`config.mk`:
```
export PLATFORM = sky130hd
export DESIGN_NAME = axi_alu_top
export DESIGN_NICKNAME = d
export VERILOG_FILES = /design/src/rtl/axi_alu_top.sv
export SDC_FILE = /design/constraint.sdc
export NUM_CORES = 1
export LEC_CHECK = 0
export BUFFER_PORTS_ARGS = -buffer_cell sky130_fd_sc_hd__buf_2
export CAP_MARGIN = 20
export CORE_MARGIN = 5
export CORE_UTILIZATION = 38
export DETAILED_ROUTE_END_ITERATION = 12
export PLACE_DENSITY_LB_ADDON = 0.2
export SETUP_SLACK_MARGIN = 0.02
export SLEW_MARGIN = 5
export SYNTH_ARGS = -nofsm -noshare
export SYNTH_HDL_FRONTEND = slang
export SYNTH_SLANG_ARGS = --single-unit
```
`constraint.sdc`:
```
create_clock -name clk -period 4.1 [get_ports clk]
set_input_delay 0.615 -clock clk [delete_from_list [all_inputs] [get_ports clk]]
set_output_delay 0.615 -clock clk [all_outputs]
set_load 0.01 [all_outputs]
```
`src/rtl/axi_alu_top.sv`:
```
// ---------------------------------------------------------------------------
// axi_alu_top
//
// Streaming 4-bit ALU behind valid/ready handshakes.
// Commands {op[1:0], a[3:0], b[3:0]} are written into an input FIFO. An
// evaluation stage moves one word per cycle from the input FIFO to the
// output FIFO, replacing the operands with the 8-bit result. The read
// channel presents the output FIFO head first-word-fall-through.
//
// Ports
//   clk     : single clock, all state on rising edge
//   reset   : synchronous active-high, flushes both FIFOs
//   wdata   : command word {op, a, b}
//   wvalid  : wdata valid
//   wready  : input FIFO not full (registered state only)
//   rvalid  : output FIFO not empty
//   rdata   : {op, res[7:0]}, forced to zero while rvalid is low
//   rready  : consumer accepts rdata
// ---------------------------------------------------------------------------

// ---------------------------------------------------------------------------
// axi_alu_fifo
//
// Small synchronous FIFO with a combinational head read (fall-through).
// Pointers carry one extra wrap bit so full and empty are told apart
// without a separate counter.
//
// Ports
//   clk, reset : clock and synchronous active-high flush
//   push, din  : write strobe and data (ignored when full)
//   pop        : remove head (ignored when empty)
//   dout       : current head word (undefined content when empty)
//   full/empty : registered status flags
// ---------------------------------------------------------------------------
module axi_alu_fifo #(
    parameter int DEPTH = 4,
    parameter int W     = 10
) (
    input  logic         clk,
    input  logic         reset,
    input  logic         push,
    input  logic [W-1:0] din,
    input  logic         pop,
    output logic [W-1:0] dout,
    output logic         full,
    output logic         empty
);
    localparam int AW = (DEPTH > 1) ? $clog2(DEPTH) : 1;

    logic [W-1:0] mem_q [DEPTH];
    logic [AW:0]  wptr_q, wptr_d;
    logic [AW:0]  rptr_q, rptr_d;
    logic         do_push;
    logic         do_pop;

    assign full  = (wptr_q[AW] != rptr_q[AW]) && (wptr_q[AW-1:0] == rptr_q[AW-1:0]);
    assign empty = (wptr_q == rptr_q);

    assign do_push = push && !full;
    assign do_pop  = pop && !empty;

    assign dout = mem_q[rptr_q[AW-1:0]];

    always_comb begin
        wptr_d = wptr_q;
        rptr_d = rptr_q;
        if (do_push) begin
            wptr_d = wptr_q + 1'b1;
        end
        if (do_pop) begin
            rptr_d = rptr_q + 1'b1;
        end
    end

    always_ff @(posedge clk) begin
        if (reset) begin
            wptr_q <= '0;
            rptr_q <= '0;
        end else begin
            wptr_q <= wptr_d;
            rptr_q <= rptr_d;
        end
    end

    // Storage carries no reset: stale entries are unreachable once the
    // pointers are cleared.
    always_ff @(posedge clk) begin
        if (do_push && !reset) begin
            mem_q[wptr_q[AW-1:0]] <= din;
        end
    end
endmodule

module axi_alu_top #(
    parameter int IN_DEPTH  = 4,
    parameter int OUT_DEPTH = 4
) (
    input  logic       clk,
    input  logic       reset,
    input  logic [9:0] wdata,
    input  logic       wvalid,
    output logic       wready,
    output logic       rvalid,
    output logic [9:0] rdata,
    input  logic       rready
);
    logic [9:0] in_head;
    logic       in_full;
    logic       in_empty;
    logic [9:0] out_head;
    logic       out_full;
    logic       out_empty;
    logic       eval_move;
    logic [9:0] eval_word;

    logic [1:0] op;
    logic [7:0] opa;
    logic [7:0] opb;
    logic [7:0] res;

    assign wready = !in_full;
    assign rvalid = !out_empty;
    assign rdata  = out_empty ? 10'h000 : out_head;

    // Evaluation moves a word whenever there is one to take and room to
    // put it; the ALU is purely combinational so it never stalls on data.
    assign eval_move = !in_empty && !out_full;

    assign op  = in_head[9:8];
    assign opa = {4'b0000, in_head[7:4]};
    assign opb = {4'b0000, in_head[3:0]};

    always_comb begin
        res = 8'h00;
        case (op)
            2'b00:   res = opa + opb;
            2'b01:   res = opa - opb;
            2'b10:   res = opa * opb;
            default: res = opa ^ opb;
        endcase
    end

    assign eval_word = {op, res};

    axi_alu_fifo #(
        .DEPTH (IN_DEPTH),
        .W     (10)
    ) u_in_fifo (
        .clk   (clk),
        .reset (reset),
        .push  (wvalid),
        .din   (wdata),
        .pop   (eval_move),
        .dout  (in_head),
        .full  (in_full),
        .empty (in_empty)
    );

    axi_alu_fifo #(
        .DEPTH (OUT_DEPTH),
        .W     (10)
    ) u_out_fifo (
        .clk   (clk),
        .reset (reset),
        .push  (eval_move),
        .din   (eval_word),
        .pop   (rready),
        .dout  (out_head),
        .full  (out_full),
        .empty (out_empty)
    );
endmodule

```
[Word level (Yosys, flattened, before mapping)]
Memories as Yosys holds them, arrays and structs flattened. A register that Yosys moved wholly into a read port is not among the register bits.
Cells that the tools add are included.
Word-level totals
  flip-flop bits (word level): 12
  RAM bits: 80
  output and inout bits: 12
  memories: 2
Cells by class
  add/sub/neg operators: 6
  multiply operators: 1
  equality and inequality tests: 8
  mux-type cells: 10
  bitwise logic cells: 1
  reductions and logical operators: 15
Memory list
  u_in_fifo.mem_q: depth 4, bits a word 10, read ports 1, clocked after Yosys merged registers in 1, write ports 1, line 50  | logic [W-1:0] mem_q [DEPTH];
  u_out_fifo.mem_q: depth 4, bits a word 10, read ports 1, clocked after Yosys merged registers in 1, write ports 1, line 50
Operators by type and width (number)
  8-bit case mux with 3 select lines: 1
  3-bit by 1-bit adder with 3-bit output (second input constant): 4
  10-bit 2-to-1 mux: 1
  1-bit logical AND: 9
  4-bit by 4-bit multiplier with 8-bit output: 1
  2-bit 2-to-1 mux: 4
  3-bit equality test: 2
  4-bit by 4-bit adder with 5-bit output: 1
  1-bit zero test: 5
  4-bit by 4-bit subtractor with 5-bit output: 1
  2-bit equality test: 2
  1-bit 2-to-1 mux: 4
  4-bit bitwise XOR: 1
  2-bit by 1-bit equality test with 1-bit output (second input constant): 1
  2-bit equality test (second input constant): 1
  2-bit zero test: 1
  1-bit != test: 2

[Longest topological paths before layout]
  depth in word-level cells: 8
  mapped depth: 13
  mapped depth without buffers: 12

[Modules after synthesis]
Synthesis repeated with hierarchy kept, for this count alone.
Second synthesis, totals
  cells, all modules: 363
  area, all modules: 4997.3 um^2
By module, submodules not included
  axi_alu_fifo: instances 2, cells an instance 122, area an instance 2042.0 um^2, seq. area each 1361.3 um^2
  axi_alu_top: instances 1, cells an instance 119, area an instance 913.4 um^2, seq. area each 0.0 um^2

[Worst setup path before layout]
Ideal clock, no wire load.
  path type: register -> register
  start: register with a tool-made name
  end: memory u_out_fifo.mem_q[0][6] (data pin)
  setup time: 286 ps
  arrival: 3316 ps
  required time: 3814 ps
  path slack: 499 ps
  cell stages (with the launch flop): 12
  buffers on the path: 1
  period minus slack after synthesis: 3601 ps
  path through: dfxtp_1 -> buf_6 -> mux4_1 -> nand2_1 -> fa_1 -> inv_1 -> fa_1 -> fa_1 -> a21o_1 -> a21oi_1 -> xor2_1 -> o21ai_0
RTL lines (line)
  end, declared: 50

==> flow_summary.toml <==
[final_layout]
register_area_sq_mm = 0.00272
final_nets = 383
final.fill_count = 1094
area_growth_pct = 12.3
antenna_cells = 0
drive_gt1_frac = 0.163
multi_input_area_sq_mm = 0.00174
final_area_sq_mm = 0.00514

[worst_setup_path]
worstPathArrival_ns = 3.83
reg2reg_to = "u_out_fifo.mem_q[1][7]"
crit_path_top_delay_cell = "mux4_1"
cp.required_ns = 4.21
crit_buf_inv = 1
r2r_slack_ns = 0.38
end_kind = "flop"
ff2ff_path_depth = 11
crit_fanout = 7
cpMostUsedCell = "fa_1"
crit_family = "adder cells"
cp_cell_sequence = "mux4_1, nand2_1, fa_1, inv_1, fa_1, ha_1, a211oi_1, o21bai_1, a21oi_1, xor2_1, o21ai_0"
critical_path_depth = 11
crit_path_start_kind = "flop"
cp_slowest_stage_delay_ns = 0.71
path_class = "flop to flop"

[synthesis]
synth_area_sq_mm = 0.00458
synth_top_area_cell = "edfxtp_1"
synthCells = 302
synth_cell_types = 38
ys_warn_count = 0
yosysSeqAreaShare = 0.594
avgSynthCellArea_sq_um = 15.2
synth_xor_area_frac = 0.0325
synthAdderAreaFrac = 0.108
synth_simple_gate_area_frac = 0.0759
yosys_register_bits = 96
synthTopCellsByArea = "edfxtp_1 52%, ha_1 8.2%, dfxtp_1 7.0%, mux4_2 5.4%, mux4_1 5.2%"
synth_nets = 352
synth-compound-area-share = 0.0434
synthMuxAreaShare = 0.120
yosys.area.top_type_share = 0.524
synth_top_family_by_area = "multiplexers"

[timing]
post-route-period-util = 0.908
slew_headroom = 0.533
fmaxAchievable_ghz = 0.269
tns_ns = 0
hold_viol_final = 0
hold_slack_ns = 0.494
skew_ns = 0.00832
setup_viol = 0
slew_viol_final = 0
worst_pin_slew_ns = 0.700
rsz0062_at_grt = "false"
period_needed_ns = 3.72

[floorplan]
start_util = 0.385
ioPinCount = 26
die_area_sq_mm = 0.0144
coreArea_sq_mm = 0.0119
die_w_um = 120
rows = 40
die_y_um = 120

[clocking]
numCtsBuffers = 9
cts_tree = "built"
cts_resized = 0
post_cts_buffers = 0
cts_max_level = 3
path_clk_slew_ns = 0.06
clock-sinks = 96
cts_buffer_depth = 2
cts-hold-fix-buffers = 0
insertion_delay_ns = 0.33
cts_root_buf = "clkbuf_16"

[run_status]
status = "finished clean"

[pwr]
irDropWorstVdd_mv = 0.364
powerDensity_mw_per_mm2 = 778
leakage_nw = 1.95

[drt]
drtAntennaViolNets = 0
drt-total-wl_mm = 7.40
vias = 2374
wl_per_cell_um = 15.3
drc = 0
drt-initial-drc-count = 121
drt-pass1-iter-count = 4
via_per_inst = 4.89

[place]
dpl_cell_area_sq_mm = 0.00487
gp_congestion = 0.755
dp_hpwl_mm = 5.38
io_buffer_count = 25

[min_path]
min_path_cells = 1
hp-class = "input port to flop"
min_from = "wdata[7]"
worstHoldEndpoint = "u_in_fifo.mem_q[0][7]"

[grt]
grt_first_pass_wirelength_mm = 12.6
grt_pass1_vias = 2478
antenna_found_initial = 0
grt_use_total = 0.115
met2_usage = 0.195
grt_remaining_overflow = 0
top_usage_layer = "met2"
met3_usage = 0.0358
grt_max_degree = 18
grt_use_met1 = 0.141

[run]
cap_violations = 0
## registers in the layout (all words and copies together) (netlist names), named ones only
register           flops
u_out_fifo.rptr_q      3
u_in_fifo.rptr_q       3
u_out_fifo.mem_q      40
u_in_fifo.wptr_q       3
u_in_fifo.mem_q       40
u_out_fifo.wptr_q      3
## worst register-to-register path: cells and delay by family (launching register included)
| kind | cells | cell delay, ns |
|---|---|---|
| and+or+nand+nor | 1 | 0.12 |
| DFF | 1 | 0.52 |
| adders and majority gates | 3 | 1.18 |
| xor gates and xnor gates | 1 | 0.08 |
| buffers and inverters | 1 | 0.09 |
| muxes | 1 | 0.71 |
| AOI/OAI and AO/OA | 4 | 0.80 |
## cells by family (layout without fill, tap and decap cells)
kind of cell | count (synthesis) | after routing
DFF | 96 | 96
and+or+nand+nor | 70 | 70
adders and majority gates | 36 | 36
AOI/OAI and AO/OA | 30 | 30
buffers and inverters | 27 | 63
muxes | 26 | 26
xor gates and xnor gates | 17 | 17
## layer usage
layer / part of all wire / vias to the layer above
li1: - / 1183
met1: 0.44 / 1146
met2: 0.51 / 35
met3: 0.037 / 10
met4: 0.014 / 0
met5: 0 / -
## worst max-delay path by stage
stage                     start                      to  slack (ns)
final                      flop  u_out_fifo.mem_q[1][7]        0.38
after global routing       flop  u_out_fifo.mem_q[0][7]        0.10
after CTS                  flop  u_out_fifo.mem_q[1][7]        0.33
after detailed placement   flop  u_out_fifo.mem_q[0][7]        0.37
after global placement     flop  u_out_fifo.mem_q[0][7]        0.45
after floorplan            flop  u_out_fifo.mem_q[0][6]        0.50
## cells in the mapped netlist (all sizes together)
cell,number
a211oi,2
a21o,3
a21oi,9
a221oi,1
and2,22
buf,4
clkbuf,4
dfxtp,16
edfxtp,80
fa,6
ha,30
inv,19
mux2,1
mux2i,5
mux4,20
nand2,13
nand2b,1
nand3,8
nand3b,1
nand4,1
nor2,18
nor2b,1
nor3,3
o211ai,3
o21a,1
o21ai,8
o21ba,1
o21bai,1
o311ai,1
or3,2
xnor2,8
xor2,9
## power breakdown
group          switching (mW)  internal, mW
clock network           0.309         0.463
logic                   0.984         0.786
registers               0.103          1.36
total                    1.40          2.61
## area by class of cell
cell class | count | area share
timing repair buffer | 28 | 0.0287
clock buffer | 10 | 0.0445
tap | 147 | 0.0357
multi-input combinational | 179 | 0.338
clock inverter | 6 | 0.00973
inverter | 19 | 0.0139
sequential | 96 | 0.529
## layout by cell type (no fill, tap or decap)
master / instances
mux2i_1: 5
inv_1: 18
a21o_1: 3
nand2b_1: 1
buf_2: 25
clkbuf_1: 1
ha_1: 30
o21ai_2: 1
clkinv_2: 1
a221oi_1: 1
nand2_1: 13
xnor2_1: 8
o211ai_1: 3
nor2b_1: 1
mux2_4: 1
nor3_1: 3
mux4_2: 11
buf_4: 3
xor2_1: 9
nand3b_1: 1
clkbuf_16: 9
a211oi_1: 2
clkinv_1: 4
nand3_1: 8
inv_2: 1
o21ba_2: 1
and2_1: 22
nor2_1: 18
o21a_1: 1
nand4_1: 1
fa_1: 6
mux4_1: 9
o21ai_0: 7
o21bai_1: 1
o311ai_2: 1
dfxtp_1: 16
edfxtp_1: 80
or3_1: 2
bufinv_16: 1
a21oi_1: 9
## stage by stage
step / std cells / util / power [mW] / setup WS (ns)
after floorplan: 302 / - / 2.82 / 0.499
after global placement: 469 / 0.409 / 3.26 / 0.452
after detailed placement: 469 / 0.409 / 3.29 / 0.366
after CTS: 485 / 0.432 / 4.08 / 0.332
after global routing: 485 / 0.432 / 4.36 / 0.104
final: 485 / 0.432 / 4.00 / 0.379
No activity file was read; power rests on OpenSTA's default activity.
